===== config.mk =====
export PLATFORM = sky130hd
export DESIGN_NAME = uc_seq
export DESIGN_NICKNAME = d
export VERILOG_FILES = /design/src/rtl/uc_pkg.sv /design/src/rtl/uc_decode.sv /design/src/rtl/uc_seq.sv
export SDC_FILE = /design/constraint.sdc
export NUM_CORES = 1
export LEC_CHECK = 0
export ABC_AREA = 1
export BUFFER_PORTS_ARGS = -buffer_cell sky130_fd_sc_hd__buf_2
export CORE_AREA = 2 2 62 64
export CTS_CLUSTER_SIZE = 10
export DETAILED_ROUTE_END_ITERATION = 10
export DIE_AREA = 0 0 64 66
export GPL_ROUTABILITY_DRIVEN = 0
export HOLD_SLACK_MARGIN = 0.02
export PLACE_DENSITY_LB_ADDON = 0.1
export REMOVE_ABC_BUFFERS = 1
export SLEW_MARGIN = 5
export SYNTH_ARGS = -nofsm -noshare
export SYNTH_HDL_FRONTEND = slang
export SYNTH_HIERARCHICAL = 1
export SYNTH_SLANG_ARGS = --single-unit
export TNS_END_PERCENT = 20

===== constraint.sdc =====
create_clock -name clk -period 2.4 [get_ports clk]
set_input_delay 0.48 -clock clk [delete_from_list [all_inputs] [get_ports clk]]
set_output_delay 0.48 -clock clk [all_outputs]
set_load 0.02 [all_outputs]

===== src/rtl/uc_pkg.sv =====
// Shared encodings for the microc sequencer: FSM states, opcode classes,
// ALU operation codes and the packed control word driven to the datapath.
package uc_pkg;

  typedef enum logic [1:0] {
    ST_IDLE = 2'b00,
    ST_RUN  = 2'b01,
    ST_STEP = 2'b10,
    ST_HALT = 2'b11
  } state_t;

  // Opcode[5:2] class prefixes; ALU instructions are any opcode with Opcode[5] = 0
  localparam logic       CLS_ALU     = 1'b0;
  localparam logic [3:0] CLS_LI      = 4'b1000;
  localparam logic [3:0] CLS_J       = 4'b1001;
  localparam logic [3:0] CLS_JZ      = 4'b1010;
  localparam logic [3:0] CLS_JNZ     = 4'b1011;
  localparam logic [5:0] HALT_OPCODE = 6'b111111;

  localparam logic [2:0] OP_NONE = 3'b000;
  localparam logic [2:0] OP_ADD  = 3'b010;
  localparam logic [2:0] OP_SUB  = 3'b011;
  localparam logic [2:0] OP_AND  = 3'b100;
  localparam logic [2:0] OP_OR   = 3'b101;

  typedef struct packed {
    logic       s_inc;
    logic       s_inm;
    logic       we3;
    logic       wez;
    logic [2:0] op;
    logic       pc_en;
  } ctrl_t;

  localparam ctrl_t CTRL_IDLE = '{s_inc: 1'b1, s_inm: 1'b0, we3: 1'b0,
                                  wez: 1'b0, op: OP_NONE, pc_en: 1'b0};

endpackage


===== src/rtl/uc_decode.sv =====
// Combinational opcode/z decode into the datapath control word.
module uc_decode
  import uc_pkg::*;
#(
  parameter logic [5:0] HALT_OP = HALT_OPCODE
) (
  input  logic [5:0] opcode,
  input  logic       z,
  output ctrl_t      ctrl
);

  always_comb begin
    ctrl       = CTRL_IDLE;
    ctrl.pc_en = 1'b1;
    if (opcode == HALT_OP) begin
      ctrl.pc_en = 1'b0;
    end else if (opcode[5] == CLS_ALU) begin
      ctrl.we3 = 1'b1;
      ctrl.wez = 1'b1;
      ctrl.op  = opcode[4:2];
    end else begin
      case (opcode[5:2])
        CLS_LI: begin
          ctrl.s_inm = 1'b1;
          ctrl.we3   = 1'b1;
        end
        CLS_J:   ctrl.s_inc = 1'b0;
        CLS_JZ:  ctrl.s_inc = ~z;
        CLS_JNZ: ctrl.s_inc = z;
        default: ;
      endcase
    end
  end

endmodule


===== src/rtl/uc_seq.sv =====
// Sequential control unit for microc: run/step/halt FSM around uc_decode,
// with step-edge detection and a saturating retired-instruction counter.
module uc_seq
  import uc_pkg::*;
#(
  parameter int unsigned CNT_W   = 16,
  parameter logic [5:0]  HALT_OP = 6'b111111
) (
  input  logic             clk,
  input  logic             reset,
  input  logic [5:0]       Opcode,
  input  logic             z,
  input  logic             run_en,
  input  logic             step_req,
  output logic             s_inc,
  output logic             s_inm,
  output logic             we3,
  output logic             wez,
  output logic [2:0]       Op,
  output logic             pc_en,
  output logic             halted,
  output logic [CNT_W-1:0] instr_cnt
);

  state_t state, state_nxt;
  logic   step_prev;
  logic   step_edge;
  logic   is_halt;
  logic   exec;
  ctrl_t  dec;
  ctrl_t  ctrl;

  uc_decode #(.HALT_OP(HALT_OP)) u_decode (
    .opcode (Opcode),
    .z      (z),
    .ctrl   (dec)
  );

  assign step_edge = step_req & ~step_prev;
  assign is_halt   = (Opcode == HALT_OP);

  always_ff @(posedge clk) begin
    if (reset) begin
      state     <= ST_IDLE;
      step_prev <= 1'b0;
      instr_cnt <= '0;
    end else begin
      state     <= state_nxt;
      step_prev <= step_req;
      if (exec && !is_halt && (instr_cnt != '1))
        instr_cnt <= instr_cnt + 1'b1;
    end
  end

  // Reset gates exec and halted so the reset cycle itself drives the idle word
  always_comb begin
    state_nxt = state;
    exec      = 1'b0;
    halted    = 1'b0;
    case (state)
      ST_IDLE: begin
        if (run_en)         state_nxt = ST_RUN;
        else if (step_edge) state_nxt = ST_STEP;
      end
      ST_RUN: begin
        exec = 1'b1;
        if (is_halt)        state_nxt = ST_HALT;
        else if (!run_en)   state_nxt = ST_IDLE;
      end
      ST_STEP: begin
        exec      = 1'b1;
        state_nxt = is_halt ? ST_HALT : ST_IDLE;
      end
      ST_HALT: halted = 1'b1;
      default: state_nxt = ST_IDLE;
    endcase
    if (reset) begin
      exec   = 1'b0;
      halted = 1'b0;
    end
  end

  assign ctrl  = exec ? dec : CTRL_IDLE;
  assign s_inc = ctrl.s_inc;
  assign s_inm = ctrl.s_inm;
  assign we3   = ctrl.we3;
  assign wez   = ctrl.wez;
  assign Op    = ctrl.op;
  assign pc_en = ctrl.pc_en;

endmodule


==> results of run 1 <==
==> Yosys cell counts (all sizes together) <==
cell | n | area share [%]
inv | 39 | 9.6
xor2 | 2 | 1.1
or2 | 1 | 0.41
or3 | 1 | 0.41
buf | 3 | 2.5
nand2 | 80 | 24
nor3 | 1 | 0.33
nand4 | 4 | 1.6
ha | 5 | 4.1
a21oi | 13 | 6.5
o21ai | 3 | 0.98
nor2 | 51 | 15
o211ai | 1 | 0.49
dfxtp | 19 | 25
nand3 | 17 | 5.9
clkinv | 1 | 0.25
xnor2 | 4 | 2.3
==> kinds of logic (layout without fill, tap and decap cells) <==
| group | Yosys count | after routing | share of synthesized area (%) |
|---|---|---|---|
| buffers and inverters | 43 | 80 | 12.3 |
| and+or+nand+nor | 155 | 155 | 47.3 |
| AOI/OAI and AO/OA | 17 | 17 | 7.93 |
| adders and majority gates | 5 | 5 | 4.09 |
| xor gates and xnor gates | 6 | 6 | 3.43 |
| DFF | 19 | 19 | 24.9 |
==> where the power goes <==
part | internal [mW] | switching (mW) | total, mW
Combinational | 0.159 | 0.327 | 0.486
Clock | 0.0646 | 0.0985 | 0.163
Sequential | 0.345 | 0.0377 | 0.382
==> through the flow <==
step	instances	setup slack (ns)	instance area [um^2]	power [mW]	hold WS, ns
detailed placement	326	0.572	1730	0.879	0.520
CTS	330	0.246	1760	1.04	0.392
global route	330	0.159	1760	1.13	0.391
floorplan	242	0.741	1490	0.752	0.542
finish	330	0.268	1760	1.03	0.403
global placement	326	0.582	1730	0.879	0.525
==> placed cells by master, fill, tap and decap left out <==
master,n
nand2_1,59
nor2_1,44
inv_1,36
buf_2,35
nand2_2,19
dfxtp_1,19
nand3_1,16
a21oi_2,9
ha_1,5
nand4_1,4
nor2_4,4
xnor2_1,4
a21oi_1,4
inv_2,3
nor2_2,3
o21ai_0,3
clkbuf_4,3
nand2_4,2
xor2_1,2
or2_2,1
clkinv_1,1
nand3_2,1
o211ai_1,1
or3_1,1
nor3_1,1
clkbuf_1,1
buf_4,1
==> how the worst max path moves through the flow <==
stage	start	endpoint	slack, ns	cells past startpoint
global route	state[0]	s_inc	0.16	5
detailed placement	state[0]	instr_cnt[13]	0.57	9
floorplan	state[0]	s_inc	0.74	4
finish	state[0]	s_inc	0.27	5
global placement	state[0]	s_inc	0.58	5
CTS	state[0]	s_inc	0.25	5
==> registers in the layout, indices dropped and copies added, names as in the netlist <==
name and count:
state 2, step_prev 1, instr_cnt 16
==> worst register-to-register path, stage by stage, from the launching register on <==
cell and delay, ns:
dfxtp_1 0.37, inv_1 0.08, ha_1 0.37, nand2_4 0.11, clkinv_1 0.07, nand2_2 0.06
nor2_4 0.41, nand3_1 0.12, nand2_1 0.08, nor2_1 0.04
==> final cells by class <==
class | count | share of cell area [%]
Timing Repair Buffer | 36 | 10.4
Clock buffer | 4 | 1.49
Sequential cell | 19 | 21.6
Inverter | 40 | 8.53
Tap cell | 48 | 3.41
Multi-Input combinational cell | 183 | 54.6
==> layer usage <==
metal	track usage, %	up-vias	wire length, um
met3	3.58	2	89
met5	0	-	0
met4	3.53	0	19
li1	-	820	-
met2	31.0	20	1640
met1	20.2	651	1570
==> metrics, run 1 <==
GRT Residual Overflow 0; Finished Core Util around half; reg-to-reg critical path startpoint state[0]; Min-Delay Path Class primary input to register; yosys warns 6; clock skew ~0.017 ns; Num Clock Sinks 19; critical path launch point type register; reg2reg setup slack 0.59 ns; vias per cell around 4.5; Avg Cell Area, Syn 6.25 um^2; Crit path buffers/inverters 2; Syn Inst Count 245; area of the multi-input gates around 960 um^2; setup bufs post-CTS 0; Layout fillers between 300 and 400; largest net degree at the start of global routing 16; data arrival time of the worst path 1.65 ns; port bufs 35; vias in the first global route 1333; peak supply drop between 0.4 and 0.5 mV; Slew Limit Fails 0; Die Wd 64 um; Netlist cell types 26; Resized Gates After CTS 0; slowest library cell on the worst path dfxtp_1; #FFs+latches synth 19; R2R depth 9; CTS tree built; final setup violation count 0; fmax around 0.47 GHz; required time of the critical path between 1.5 and 2 ns; CP Max Fanout 10; clk root buf clkbuf_4; CTS Buffer Depth 2; Tmin final 2.13 ns; post-synthesis sequential area ratio between 20% and 30%; Worst path max stage delay 0.37 ns; Hold Vio Cnt, Final 0; worst hold stages 3; detailed placer's ending HPWL 2.58 mm; critical path's top delay family simple AND/OR/NAND/NOR gates; Nets roughly 300; hold buffers post-CTS 0; IO Count 36; area grow syn2layout 15.0%; Initial Util roughly 43%; Tcrit/Tclk final 88.8%; CTS buffer count 3; outcome complete, no violations; synthesized area roughly 1500 um^2; Clk pin slew, worst setup/hold paths approximately 0.1 ns; DR WL/cell 10.1 um; worst path cell trace inv_1 > ha_1 > nand2_4 > or2_2 > buf_2; initial drt markers between 70 and 80; Hold Crit Start step_req; detailed-route via count ~1500; first-pass GRT wire length between 5 and 6 mm; WL final 3.32 mm; Leak ~0.84 nW; CP Class register to output port; DRC 0; H-tree depth 1; Max Cap Viol 0; Core ar. 3550 um^2; DIE AREA approximately 4200 um^2; Storage cell area 380 um^2; DRT Pass-1 Iters 4; row count 22; r2r endpoint instr_cnt[15]; worst slew pin tran 0.494 ns; antenna violations before repair 0; CP Capture Type output port; Die Span Y around 66 um; RSZ-0062 raised after global routing no; share of cells above drive strength 1 28.7%; antenna diode count 0; slew margin rel. 67.0%; worst skew pair latency 0.30 ns; setup TNS 0 ns; Hold EP step_prev; Post-DRT Antenna Nets 0; pwr/cell area a little under 600 nW/um^2; gr usage total around 17%
(Power assumes the default switching activity.)
==> run 2: changes to the inputs <==
Settings changed: BUFFER_PORTS_ARGS -buffer_cell sky130_fd_sc_hd__buf_2 to default, DONT_BUFFER_PORTS from default to 1.
==> metrics, run 2 (synthesis gave the netlist of run 1 again) <==
WL final approximately 3.2 mm; Num Clock Sinks 19; port bufs 0; Worst path max stage delay 0.38 ns; Leak 0.670 nW; max reg flops 16; detailed-route via count 1351; most frequent cells in the layout nand2_1, nor2_1, inv_1; DIE AREA between 4000 and 5000 um^2; required time of the critical path between 1.5 and 2 ns; Switching Share 44.6%; Tcrit/Tclk final approximately 86%; clock share of power about 17%; Resized Gates After CTS 0; outcome complete, no violations; Int Power between 0.5 and 0.6 mW; initial drt markers between 60 and 70; pwr/cell area 626 nW/um^2; vias per cell around 4.6; Nets ~270; slew margin rel. between 60% and 70%; area grow syn2layout 4.09%; slowest library cell on the worst path dfxtp_1; NetSw 0.445 mW; Comb pwr share a little under half; Power, Total ~1 mW; setup bufs post-CTS 0; Flop pwr share about 37%; R2R depth 9; Die Span Y around 66 um; Hold Vio Cnt, Final 0; CTS tree built; largest net degree at the start of global routing 16; DR WL/cell ~11 um; hold buffers post-CTS 0; antenna violations before repair 0; Slew Limit Fails 0; GRT Residual Overflow 0; Post-DRT Antenna Nets 0; top flop regs instr_cnt (16), state (2), step_prev (1); clock skew approximately 0.0018 ns; CTS Buffer Depth 2; setup TNS 0 ns; peak supply drop 0.460 mV; DRC 0; Max Cap Viol 0; Min-Delay Path Class primary input to register; Top reg by flops instr_cnt; Initial Util a little over two fifths; CTS buffer count 3; worst skew pair latency roughly 0.29 ns; IO Count 36; Clk pin slew, worst setup/hold paths between 0.1 and 0.15 ns; first-pass GRT wire length around 5.4 mm; worst slew pin tran about 0.49 ns; CP Max Fanout 10; row count 22; most common cell after layout, fill and taps aside nand2_1; final setup violation count 0; RSZ-0062 raised after global routing no; detailed placer's ending HPWL 2.52 mm; share of cells above drive strength 1 19.0%; fmax 0.485 GHz; Die Wd about 64 um; vias in the first global route 1185; Core ar. ~3600 um^2; critical path launch point type register; gr usage total 16.1%; worst hold stages 1; antenna diode count 0; Tmin final about 2.1 ns; DRT Pass-1 Iters 4; worst path cell trace inv_1 > ha_1 > nand2_4 > or2_2; data arrival time of the worst path around 1.6 ns; CP Capture Type output port; CP Class register to output port; clk root buf clkbuf_4; H-tree depth 1
-- run 2: power groups by stage --
stage | combinational (mW) | sequential [mW] | clock [mW]
floorplan | 0.355 | 0.397 | 0
global placement | 0.479 | 0.371 | 0
detailed placement | 0.474 | 0.373 | 0
CTS | 0.476 | 0.365 | 0.175
global route | 0.529 | 0.369 | 0.188
finish | 0.468 | 0.364 | 0.164
-- run 2: worst max-delay path: cells and delay by family, from the launching register on --
family / cells / cell delay [ns]
adder cells (fa/ha/maj): 1 / 0.36
flip-flops: 1 / 0.38
buffers and inverters: 1 / 0.08
AND/OR/NAND/NOR: 2 / 0.46
-- run 2: worst paths after layout --
| check | end | slack (ns) | start |
|---|---|---|---|
| worst max-delay path | s_inc | 0.34 | state[0] |
| worst min-delay path | instr_cnt[3] | 0.23 | reset |
| worst max register to register | instr_cnt[13] | 0.58 | state[0] |
| worst min register to register | state[1] | 0.61 | state[1] |
-- run 2: through the flow --
step	hold slack [ns]	instances	cell area, um^2	setup WS [ns]	utilization [%]
final	0.228	296	1590	0.340	44.9
after global routing	0.201	296	1590	0.239	44.9
after CTS	0.213	296	1590	0.311	44.9
after detailed placement	0.545	292	1570	0.563	44.1
after global placement	0.544	292	1570	0.613	44.1
after floorplan	0.542	242	1490	0.741	-
-- run 2: cell type report --
type,count,area (um^2)
fill,385,1960
multi-input combinational,183,961
inverter,40,150
timing repair buffer,2,15.0
tap,48,60.1
sequential,19,380
clock buffer,4,26.3
-- run 2: per-layer routing --
layer / vias up / track usage [%] / routed length [um]
met2: 26 / 29.6 / 1580
met3: 2 / 5.11 / 171
li1: 750 / - / -
met5: - / 0 / 0
met1: 573 / 18.5 / 1420
met4: 0 / 2.45 / 21
==> run 3: changes to the inputs <==
Settings changed: CORE_AREA 2 2 62 64 to 2 2 69 58, DIE_AREA 0 0 64 66 to 0 0 71 60.
==> metrics, run 3 (synthesis gave the netlist of run 1 again) <==
outcome complete, no violations; Tcrit/Tclk final between 80% and 90%; DR WL/cell ~11 um; worst skew pair latency around 0.26 ns; IO Count 36; DRT Pass-1 Iters 4; fmax between 0.4 and 0.5 GHz; Post-DRT Antenna Nets 0; top flop regs instr_cnt (16), state (2), step_prev (1); Inst Count DP 289; Layout fillers about 380; Nets roughly 270; detailed placer's ending HPWL 2.53 mm; worst slew pin tran approximately 0.48 ns; R2R depth 9; worst hold stages 1; data arrival time of the worst path around 1.5 ns; Hold Crit Start reset; Tmin final slightly above 2 ns; CP Class register to output port; detailed-route via count approximately 1300; final setup violation count 0; vias per cell approximately 4.6; CTS Buffer Depth 2; r2r endpoint instr_cnt[13]; antenna violations before repair 0; initial drt markers 65; most common cell after layout, fill and taps aside nand2_1; first-pass GRT wire length around 5.7 mm; Core ar. between 3000 and 4000 um^2; Num Clock Sinks 19; reg-to-reg critical path startpoint state[0]; pwr/cell area ~660 nW/um^2; CTS tree built; Top reg by flops instr_cnt; DIE AREA between 4000 and 5000 um^2; slowest library cell on the worst path ha_1; fin cells about 300; Min-Delay Path Class primary input to register; clk root buf clkbuf_8; share of cells above drive strength 1 roughly a fifth; Slew Limit Fails 0; CP Capture Type output port; Clk pin slew, worst setup/hold paths approximately 0.080 ns; antenna diode count 0; GRT Residual Overflow 0; port bufs 0; Leak 0.686 nW; row count 20; Resized Gates After CTS 0; largest net degree at the start of global routing 16; Power, Total between 1 and 1.5 mW; slew margin rel. around two thirds; Die Wd between 70 and 80 um; Max Cap Viol 0; Die Span Y around 60 um; worst path cell trace inv_1 > ha_1 > nand2_4 > or2_2; CTS buffer count 3; required time of the critical path approximately 1.9 ns; reg2reg setup slack 0.58 ns; WL final between 3 and 4 mm; hold buffers post-CTS 0; most frequent cells in the layout nand2_1, nor2_1, inv_1; Hold Vio Cnt, Final 0; H-tree depth 1; CP Max Fanout 10; gr usage total between 15 and 20%; peak supply drop approximately 0.38 mV; Hold EP instr_cnt[10]; setup TNS 0 ns; critical path launch point type register; area grow syn2layout 5.56%; RSZ-0062 raised after global routing no; clock skew a little under 0.003 ns; Initial Util between 40% and 50%; Worst path max stage delay 0.38 ns; max reg flops 16; setup bufs post-CTS 0; DRC 0; vias in the first global route 1207
-- run 3: area by class of cell --
cell class              instances  area (um^2)  share of cell area [%]
clock buffers                   3         41.3                    2.56
flip-flops and latches         19          380                    23.5
inverters                      40          150                    9.30
multi-input cells             183          961                    59.5
well taps                      44         55.1                    3.41
repair buffers                  3         22.5                    1.39
clock inverters                 1         5.00                   0.310
-- run 3: through the flow --
step | setup slack (ns) | area (um^2) | hold slack (ns) | utilization [%]
after floorplan | 0.741 | 1490 | 0.542 | -
after global placement | 0.589 | 1570 | 0.545 | 43.2
after detailed placement | 0.546 | 1570 | 0.546 | 43.2
after CTS | 0.359 | 1620 | 0.266 | 44.5
after global routing | 0.265 | 1620 | 0.253 | 44.5
final | 0.380 | 1620 | 0.272 | 44.5
-- run 3: worst max-delay path, delay by kind of cell (launching register included) --
family	cells	cell delay, ns
and+or+nand+nor	2	0.46
adders and majority gates	1	0.38
DFF	1	0.36
buffers and inverters	1	0.08
-- run 3: where the power goes --
| group | leakage [nW] | internal [mW] | switching, mW |
|---|---|---|---|
| registers | 0.154 | 0.344 | 0.0184 |
| logic | 0.506 | 0.144 | 0.331 |
| clock network | 0.0255 | 0.116 | 0.113 |
-- run 3: worst max-delay path by stage --
stage | startpoint | to | slack, ns | cells after the start
floorplan | state[0] | s_inc | 0.74 | 4
global placement | state[0] | instr_cnt[13] | 0.59 | 9
detailed placement | state[0] | instr_cnt[15] | 0.55 | 9
CTS | state[0] | s_inc | 0.36 | 4
global route | state[0] | we3 | 0.26 | 4
finish | state[0] | s_inc | 0.38 | 4
-- run 3: metal layers --
layer  vias up  GRT usage, %  wire, um
met4         0          3.23        18
met3         2          5.40       167
met5         -             0         0
li1        756             -         -
met2        22          24.0      1300
met1       560          25.0      1770
